$ cat src/rtl/udp_rx_demux.sv
// udp_rx_demux: strips the UDP header, validates the length and demuxes the payload
// to a channel tag chosen by destination port, with full AXI-Stream backpressure.
module udp_rx_demux #(
   parameter int NUM_CH = 4,
   parameter int CH_W = 2,
   parameter logic [NUM_CH*16-1:0] PORT_LIST = {16'd4003, 16'd4002, 16'd4001, 16'd4000},
   parameter bit ENABLE_FILTER = 1'b1
) (
   input  logic            clk,
   input  logic            reset,
   input  logic [7:0]      s_axis_tdata,
   input  logic            s_axis_tvalid,
   input  logic            s_axis_tlast,
   output logic            s_axis_tready,
   output logic [7:0]      m_axis_tdata,
   output logic            m_axis_tvalid,
   output logic            m_axis_tlast,
   output logic [CH_W-1:0] m_axis_tdest,
   input  logic            m_axis_tready,
   output logic [15:0]     src_port_out,
   output logic [15:0]     dst_port_out,
   output logic [15:0]     len_out,
   output logic            hdr_valid,
   output logic            err_len,
   output logic            err_hdr,
   output logic [15:0]     pkt_cnt,
   output logic [15:0]     drop_cnt
);
   typedef enum logic [1:0] {HDR, PAYLOAD, DRAIN} state_t;
   state_t state_q, state_d;
   logic [2:0] idx_q, idx_d;
   logic [47:0] hdr_q, hdr_d;
   logic [15:0] src_q, src_d, dst_q, dst_d, len_q, len_d, rem_q, rem_d;
   logic [15:0] pkt_q, pkt_d, drop_q, drop_d;
   logic [CH_W-1:0] tdest_q, tdest_d, mdest_q, mdest_d, hit_idx;
   logic [7:0] mdata_q, mdata_d;
   logic mvalid_q, mvalid_d, mlast_q, mlast_d;
   logic hv_q, hv_d, el_q, el_d, eh_q, eh_d;
   logic acc, hit, pkt_inc, drop_inc;
   logic [15:0] hdr_rem;
   // Scan from the top so the lowest matching channel index wins
   always_comb begin
      hit = 1'b0;
      hit_idx = '0;
      for (int i = NUM_CH - 1; i >= 0; i--)
         if (hdr_q[31:16] == PORT_LIST[16*i +: 16]) begin
            hit = 1'b1;
            hit_idx = CH_W'(i);
         end
   end
   assign s_axis_tready = reset & ((state_q != PAYLOAD) | !mvalid_q | m_axis_tready);
   assign acc = s_axis_tvalid & s_axis_tready;
   assign hdr_rem = hdr_q[15:0] - 16'd8;
   always_comb begin
      state_d = state_q;
      idx_d = idx_q;
      hdr_d = hdr_q;
      src_d = src_q;
      dst_d = dst_q;
      len_d = len_q;
      rem_d = rem_q;
      tdest_d = tdest_q;
      mdest_d = mdest_q;
      mdata_d = mdata_q;
      mvalid_d = mvalid_q & !m_axis_tready;
      mlast_d = mlast_q;
      hv_d = 1'b0;
      el_d = 1'b0;
      eh_d = 1'b0;
      pkt_inc = 1'b0;
      drop_inc = 1'b0;
      case (state_q)
         HDR: if (acc) begin
            idx_d = idx_q + 3'd1;
            if (idx_q < 3'd6) hdr_d = {hdr_q[39:0], s_axis_tdata};
            if (idx_q == 3'd7) begin
               idx_d = '0;
               hv_d = 1'b1;
               src_d = hdr_q[47:32];
               dst_d = hdr_q[31:16];
               len_d = hdr_q[15:0];
               rem_d = hdr_rem;
               state_d = s_axis_tlast ? HDR : DRAIN;
               if (hdr_q[15:0] < 16'd8) begin
                  el_d = 1'b1;
                  drop_inc = 1'b1;
               end else if (ENABLE_FILTER && !hit) drop_inc = 1'b1;
               else if (hdr_rem == 16'd0) pkt_inc = 1'b1;
               else if (s_axis_tlast) begin
                  el_d = 1'b1;
                  drop_inc = 1'b1;
               end else begin
                  state_d = PAYLOAD;
                  tdest_d = ENABLE_FILTER ? hit_idx : '0;
               end
            end else if (s_axis_tlast) begin
               idx_d = '0;
               eh_d = 1'b1;
               drop_inc = 1'b1;
            end
         end
         PAYLOAD: if (acc) begin
            mdata_d = s_axis_tdata;
            mvalid_d = 1'b1;
            mlast_d = (rem_q == 16'd1) | s_axis_tlast;
            mdest_d = tdest_q;
            rem_d = rem_q - 16'd1;
            if (rem_q == 16'd1) begin
               pkt_inc = 1'b1;
               state_d = s_axis_tlast ? HDR : DRAIN;
            end else if (s_axis_tlast) begin
               el_d = 1'b1;
               pkt_inc = 1'b1;
               state_d = HDR;
            end
         end
         DRAIN: if (acc && s_axis_tlast) state_d = HDR;
         default: state_d = HDR;
      endcase
      pkt_d = (pkt_inc && pkt_q != 16'hFFFF) ? pkt_q + 16'd1 : pkt_q;
      drop_d = (drop_inc && drop_q != 16'hFFFF) ? drop_q + 16'd1 : drop_q;
   end
   always_ff @(posedge clk or negedge reset) begin
      if (!reset) begin
         state_q <= HDR;
         idx_q <= '0;
         hdr_q <= '0;
         src_q <= '0;
         dst_q <= '0;
         len_q <= '0;
         rem_q <= '0;
         tdest_q <= '0;
         mdest_q <= '0;
         mdata_q <= '0;
         mvalid_q <= 1'b0;
         mlast_q <= 1'b0;
         hv_q <= 1'b0;
         el_q <= 1'b0;
         eh_q <= 1'b0;
         pkt_q <= '0;
         drop_q <= '0;
      end else begin
         state_q <= state_d;
         idx_q <= idx_d;
         hdr_q <= hdr_d;
         src_q <= src_d;
         dst_q <= dst_d;
         len_q <= len_d;
         rem_q <= rem_d;
         tdest_q <= tdest_d;
         mdest_q <= mdest_d;
         mdata_q <= mdata_d;
         mvalid_q <= mvalid_d;
         mlast_q <= mlast_d;
         hv_q <= hv_d;
         el_q <= el_d;
         eh_q <= eh_d;
         pkt_q <= pkt_d;
         drop_q <= drop_d;
      end
   end
   assign m_axis_tdata = mdata_q;
   assign m_axis_tvalid = mvalid_q;
   assign m_axis_tlast = mlast_q;
   assign m_axis_tdest = mdest_q;
   assign src_port_out = src_q;
   assign dst_port_out = dst_q;
   assign len_out = len_q;
   assign hdr_valid = hv_q;
   assign err_len = el_q;
   assign err_hdr = eh_q;
   assign pkt_cnt = pkt_q;
   assign drop_cnt = drop_q;
endmodule

$ cat config.mk
export PLATFORM = sky130hd
export DESIGN_NAME = udp_rx_demux
export DESIGN_NICKNAME = d
export VERILOG_FILES = /design/src/rtl/udp_rx_demux.sv
export SDC_FILE = /design/constraint.sdc
export NUM_CORES = 1
export LEC_CHECK = 0
export CAP_MARGIN = 30
export CORE_UTILIZATION = 45
export DETAILED_ROUTE_END_ITERATION = 6
export PLACE_DENSITY_LB_ADDON = 0.08
export SLEW_MARGIN = 20
export SYNTH_ARGS = -nofsm -noshare
export SYNTH_HDL_FRONTEND = slang
export SYNTH_SLANG_ARGS = --single-unit
$ cat constraint.sdc
create_clock -name clk -period 3.5 [get_ports clk]
set_clock_uncertainty 0.05 [all_clocks]
set_input_delay 1.05 -clock clk [delete_from_list [all_inputs] [get_ports clk]]
set_output_delay 1.05 -clock clk [all_outputs]
set_load 0.005 [all_outputs]
# After elaboration in Yosys (flattened, before gate mapping)
# Index checks and enable logic that the tools add are counted.
word_totals:
  register_bits: 166
  inputBits: 13
  elab_cells: 120
classes:
  addsub: 5
  n_lt_le_gt_ge: 2
  eq_ne: 16
  n_mux: 56
  bitwise_logic: 9
  reduce_logical: 15
ops:
  columns: ["cell", "n"]
  rows:
  - ["equality test 16 x 12 -> 1 bit (second input constant)", 4]
  - ["two-way mux 16 bit", 3]
  - ["adder 16 x 1 -> 16 bit (second input constant)", 2]
  - ["two-way mux 1 bit", 32]
  - ["!= test 16 bit (second input constant)", 2]
  - ["case mux 16 bit (2 select lines)", 1]
  - ["two-way mux 2 bit", 15]
  - ["equality test 16 x 1 -> 1 bit (second input constant)", 1]
  - ["logical NOT 16 bit", 1]
  - ["< comparator 16 x 4 -> 1 bit (second input constant)", 1]
  - ["subtractor 16 x 1 -> 16 bit (second input constant)", 1]
  - ["subtractor 16 x 4 -> 16 bit (second input constant)", 1]
  - ["!= test 2 bit (second input constant)", 4]
  - ["AND reduction 7 bit", 1]
  - ["two-way mux 3 bit", 2]
  - ["case mux 2 bit (3 select lines)", 1]
  - ["AND reduction 3 bit", 2]
  - ["AND reduction 5 bit", 1]
  - ["case mux 1 bit (2 select lines)", 2]
  - ["AND reduction 2 bit", 2]
  - ["AND reduction 4 bit", 1]
  - ["adder 3 x 1 -> 3 bit (second input constant)", 1]
  - ["AND 1 bit", 3]
  - ["equality test 3 bit (second input constant)", 1]
  - ["11 further kinds", 18]

# Logic depth before layout (Yosys ltp)
logic_depth:
  word_depth: 11
  mapped_depth: 11

# Least setup slack after synthesis
# No wires, ideal clock.
synth_path:
  path_type: "input to register"
  startpoint: "in s_axis_tvalid"
  endpoint: "reg pkt_q[9] (netlist: pkt_cnt[9])"
  setup_ns: 0.124
  t_arrival_ns: 2.674
  path_slack_ns: 0.653
  path_stages: 8
  path_buffers: 1
  path_cell_list: "nand2_1 nor3_2 nand2_1 or4b_1 o21ai_2 buf_6 nand4_1 xnor2_1"
synth_via:
  elab_chain_cells: 4
  elab_cells_between_ends: 5
  classes_between: "mux (3); bitwise (1); reduce/logical (1)"
synth_rtl:
  columns: ["item", "line_no", "source"]
  rows:
  - ["from (decl)", "12", "input logic s_axis_tvalid,"]
  - ["AND 1 bit (*)", "52", "assign acc = s_axis_tvalid & s_axis_tready;"]
  - ["two-way mux 1 bit, on equally long branches", "102, 73", null]
  - ["case mux 1 bit (2 select lines) (*)", "72", "case (state_q)"]
  - ["logical AND 1 bit (*)", "120", "pkt_d = (pkt_inc && pkt_q != 16'hFFFF) ? pkt_q + 16'd1 : pkt_q;"]
  - ["to (signal assigned)", "158", "pkt_q <= pkt_d;"]
  - ["to (decl)", "34", "logic [15:0] pkt_q, pkt_d, drop_q, drop_d;"]
# Every way passes the cells marked *; elsewhere a longest branch is shown, timed or not.
# A chain may end at the register's enable or synchronous reset.

# Final worst setup path
layout_path:
  startpoint: "in m_axis_tready"
  endpoint: "out s_axis_tready"
layout_via:
  elab_chain_cells: 2
layout_rtl:
  columns: ["item", "line_no", "source"]
  rows:
  - ["from (decl)", "19", "input logic m_axis_tready,"]
  - ["OR 1 bit", "51", "assign s_axis_tready = reset & ((state_q != PAYLOAD) | !mvalid_q | m_axis_tready);"]
  - ["AND 1 bit", "51", null]
  - ["to (decl)", "14", "output logic s_axis_tready,"]
# Every way passes these cells.

==> run_results.csv <==
group,metric,value,unit
status,status,"complete, no violations",
setup_path,crit_buf_inv,2,
finish,drive_gt1_share,14.7,%
clock_network,clkTransAtPathRegs,60,ps
floorplanning,die_w,131,um
place,place_inst,1026,
route,routed_wl,16.8,mm
run,maxCapViolations,0,
grt,grt_pass1_wl,28.0,mm
setup_path,worstSetupPathType,"input pin to output pin",
synth,synth_top_area_share,55.5,%
clock_network,cts_buffers,17,
sta,slew_viol_final,0,
clock_network,cts.sinks,166,
clock_network,clock_path_buffers,2,
power_and_ir_drop,p_leak,4.38,nW
power_and_ir_drop,pwr-share-seq,47.0,%
power_and_ir_drop,switchingPower,1.69,mW
route,drtIter0Drc,287,
sta,hold_viol_final,0,
grt,grt_overflow,0,
clock_network,hold_buffers,0,
grt,antenna_found_initial,0,
power_and_ir_drop,power.share.switching,29.2,%
clock_network,clk_latency,420,ps
floorplanning,die_h,131,um
setup_path,cp.required,2400,ps
place,dp_hpwl,11.6,mm
floorplanning,rows,46,
power_and_ir_drop,p_clk_share,34.5,%
setup_path,cp.arrival,2290,ps
power_and_ir_drop,combPwrFrac,18.5,%
synth,synthFlopType,"dfrtp_1",
setup_path,crit_path_frequent_cell,"clkdlybuf4s50_1",
setup_path,max_stage_delay,530,ps
synth,syn_avg_cell_area,10.3,um2
synth,yosysTopAreaCell,"dfrtp_1",
power_and_ir_drop,internal_power,4.10,mW
route,route.detailed.drc,0,
synth,ys_seq_elements,166,
power_and_ir_drop,irDropWorstVdd,0.380,mV
sta,layout_min_cycle_time,3390,ps
route,via_per_inst,5.21,
route,drtPass1Iterations,4,
setup_path,r2r_slack,430,ps
sta,fin_crit_sh,97.0,%
grt,grt_pass1_vias,5614,
finish,nets,851,
setup_path,path_max_fanout,2,
sta,max-slew-margin-rel,54.9,%
finish,antenna_cells,0,
synth,synthArstFlopShare,100,%
route,vias,5518,
floorplanning,start_util,46.6,%
clock_network,cts-root-buf,"clkbuf_16",
clock_network,tritoncts,"done",
floorplanning,fp.dieArea,17200,um2
route,ant_nets,0,
clock_network,cts_htree_levels,4,
synth,synth_fp_nets,744,
clock_network,post_cts_buffers,0,
sta,worst_slew_pin_slew,677,ps
synth,synth_edf_count,0,
setup_path,slowest_stage,"clkdlybuf4s50_1",
synth,yosysUniqueCellTypes,57,
route,avgRoutedWirePerCell,15.8,um
floorplanning,core_area,16100,um2
setup_path,crit_path_start_kind,"input pin",
synth,yosys_warnings,0,
setup_path,crit_chain,"clkdlybuf4s50_1, nor2b_1, a21boi_0, clkdlybuf4s50_1",
synth,ys_top_cells_by_area,"dfrtp_1, nand2_1, mux2_2",
floorplanning,io_pins,109,
grt,grt_use_total,21.3,%
synth,yosysSeqAreaShare,55.5,%
power_and_ir_drop,power.density,609,nW/um2
finish,layoutNonFillerInstCount,1060,
sta,grt_setup_unrepaired,"false",
synth,netlist_area,7490,um2
clock_network,cts_resized,0,
sta,clock.fmax,295,MHz
sta,fin_setup_tns,0,ps
finish,area_growth,27.0,%
grt,grt_max_degree,78,
hold_path,min_path_type,"flip-flop to flip-flop",
synth,syn_inst,724,
setup_path,path_delay_family,"buffers and inverters",
sta,setup_viol,0,
place,port-buffer-count,108,
setup_path,end_kind,"output pin",
place,place.gp.congestion,0.765,
==> worst reg2reg max path, stage by stage, from the launching register on <==
cell	delay, ps
dfrtp_1	400
inv_1	130
ha_1	320
nor4b_1	280
nand4_1	210
nor4_4	360
a41oi_1	180
o21ai_2	570
nor2b_2	130
mux2_4	320
==> power groups by stage <==
stage / Clock, mW / Sequential [mW] / Combinational [mW]
after floorplan: 0 / 2.57 / 0.773
after global placement: 0 / 2.75 / 1.04
after detailed placement: 0 / 2.76 / 1.07
after CTS: 2.04 / 2.73 / 1.08
after global routing: 2.12 / 2.78 / 1.19
final: 1.99 / 2.72 / 1.07
==> cells in the final DEF, fill, tap and decap left out, drive strengths merged, types with 3 or more instances in the layout <==
master	count
nand2	184
dfrtp	166
clkdlybuf4s50	107
mux2	59
nor2	37
o21ai	30
xor2	23
nand3	22
buf	21
a21oi	18
clkbuf	18
xnor2	16
nor3	15
inv	14
nand4	12
and3	8
nor4	8
ha	7
o22ai	6
and4	6
nor2b	6
or3	5
and2	4
nand2b	4
clkinvlp	4
bufinv	4
a22oi	3
nor3b	3
nor4b	3
a31oi	3
clkinv	3
==> sequential cells by signal (all words and copies together), names as in the netlist <==
name	flops
drop_cnt	16
dst_port_out	16
m_axis_tlast	1
err_hdr	1
len_out	16
m_axis_tdata	8
state_q	2
m_axis_tvalid	1
hdr_valid	1
tdest_q	2
m_axis_tdest	2
idx_q	3
pkt_cnt	16
rem_q	16
err_len	1
src_port_out	16
hdr_q	48
==> path summary, 6_finish.rpt <==
path,start,endpoint,cells after the start
min reg2reg,hdr_q[42],src_port_out[10],2
max in group asynchronous,reset,rem_q[12],3
max reg2reg,hdr_q[3],drop_cnt[1],9
max,m_axis_tready,s_axis_tready,4
min in group asynchronous,reset,pkt_cnt[2],2
min,hdr_q[42],src_port_out[10],2
==> cell usage after synthesis (all sizes together) (7+ instances only) <==
master	count
ha	7
o21ai	30
xnor2	16
nor2	37
xor2	23
a21oi	18
inv	11
nor3	15
dfrtp	166
nand4	12
mux2	59
nand3	22
nand2	184
clkbuf	27
buf	13
nor4	8
and3	8
==> layout make-up <==
class / count / area, um2
multi-input cells: 507 / 3120
clock buffers: 18 / 439
inverters: 11 / 41.3
fillers: 1330 / 6550
well taps: 216 / 270
flip-flops and latches: 166 / 4150
repair buffers: 128 / 1280
clock inverters: 14 / 198
==> logic make-up after synthesis <==
kind of cell	synth area share (%)
AND/OR/NAND/NOR	20.4
flip-flops	55.5
AO/OA/AOI/OAI	6.57
multiplexers	8.93
buffers and inverters	2.84
XOR/XNOR	4.56
adder cells (fa/ha/maj)	1.17
==> metal layers <==
layer	vias up	wire [um]	GRT usage, %
met5	-	0	0
met4	0	269	7.84
met3	18	481	3.91
met2	94	8160	35.2
met1	2718	7850	27.9
li1	2688	-	-
==> stage by stage <==
| step | power, mW | cell area [um2] | hold WS (ps) | setup WS (ps) | util (%) |
|---|---|---|---|---|---|
| detailed placement | 3.83 | 8820 | 399 | 103 | 54.9 |
| global placement | 3.78 | 8820 | 399 | 138 | 54.9 |
| global route | 6.09 | 9500 | 429 | 20.1 | 59.2 |
| CTS | 5.84 | 9460 | 414 | 105 | 58.9 |
| floorplan | 3.35 | 7490 | 383 | 653 | - |
| finish | 5.78 | 9500 | 410 | 105 | 59.2 |
(Power assumes the default switching activity.)
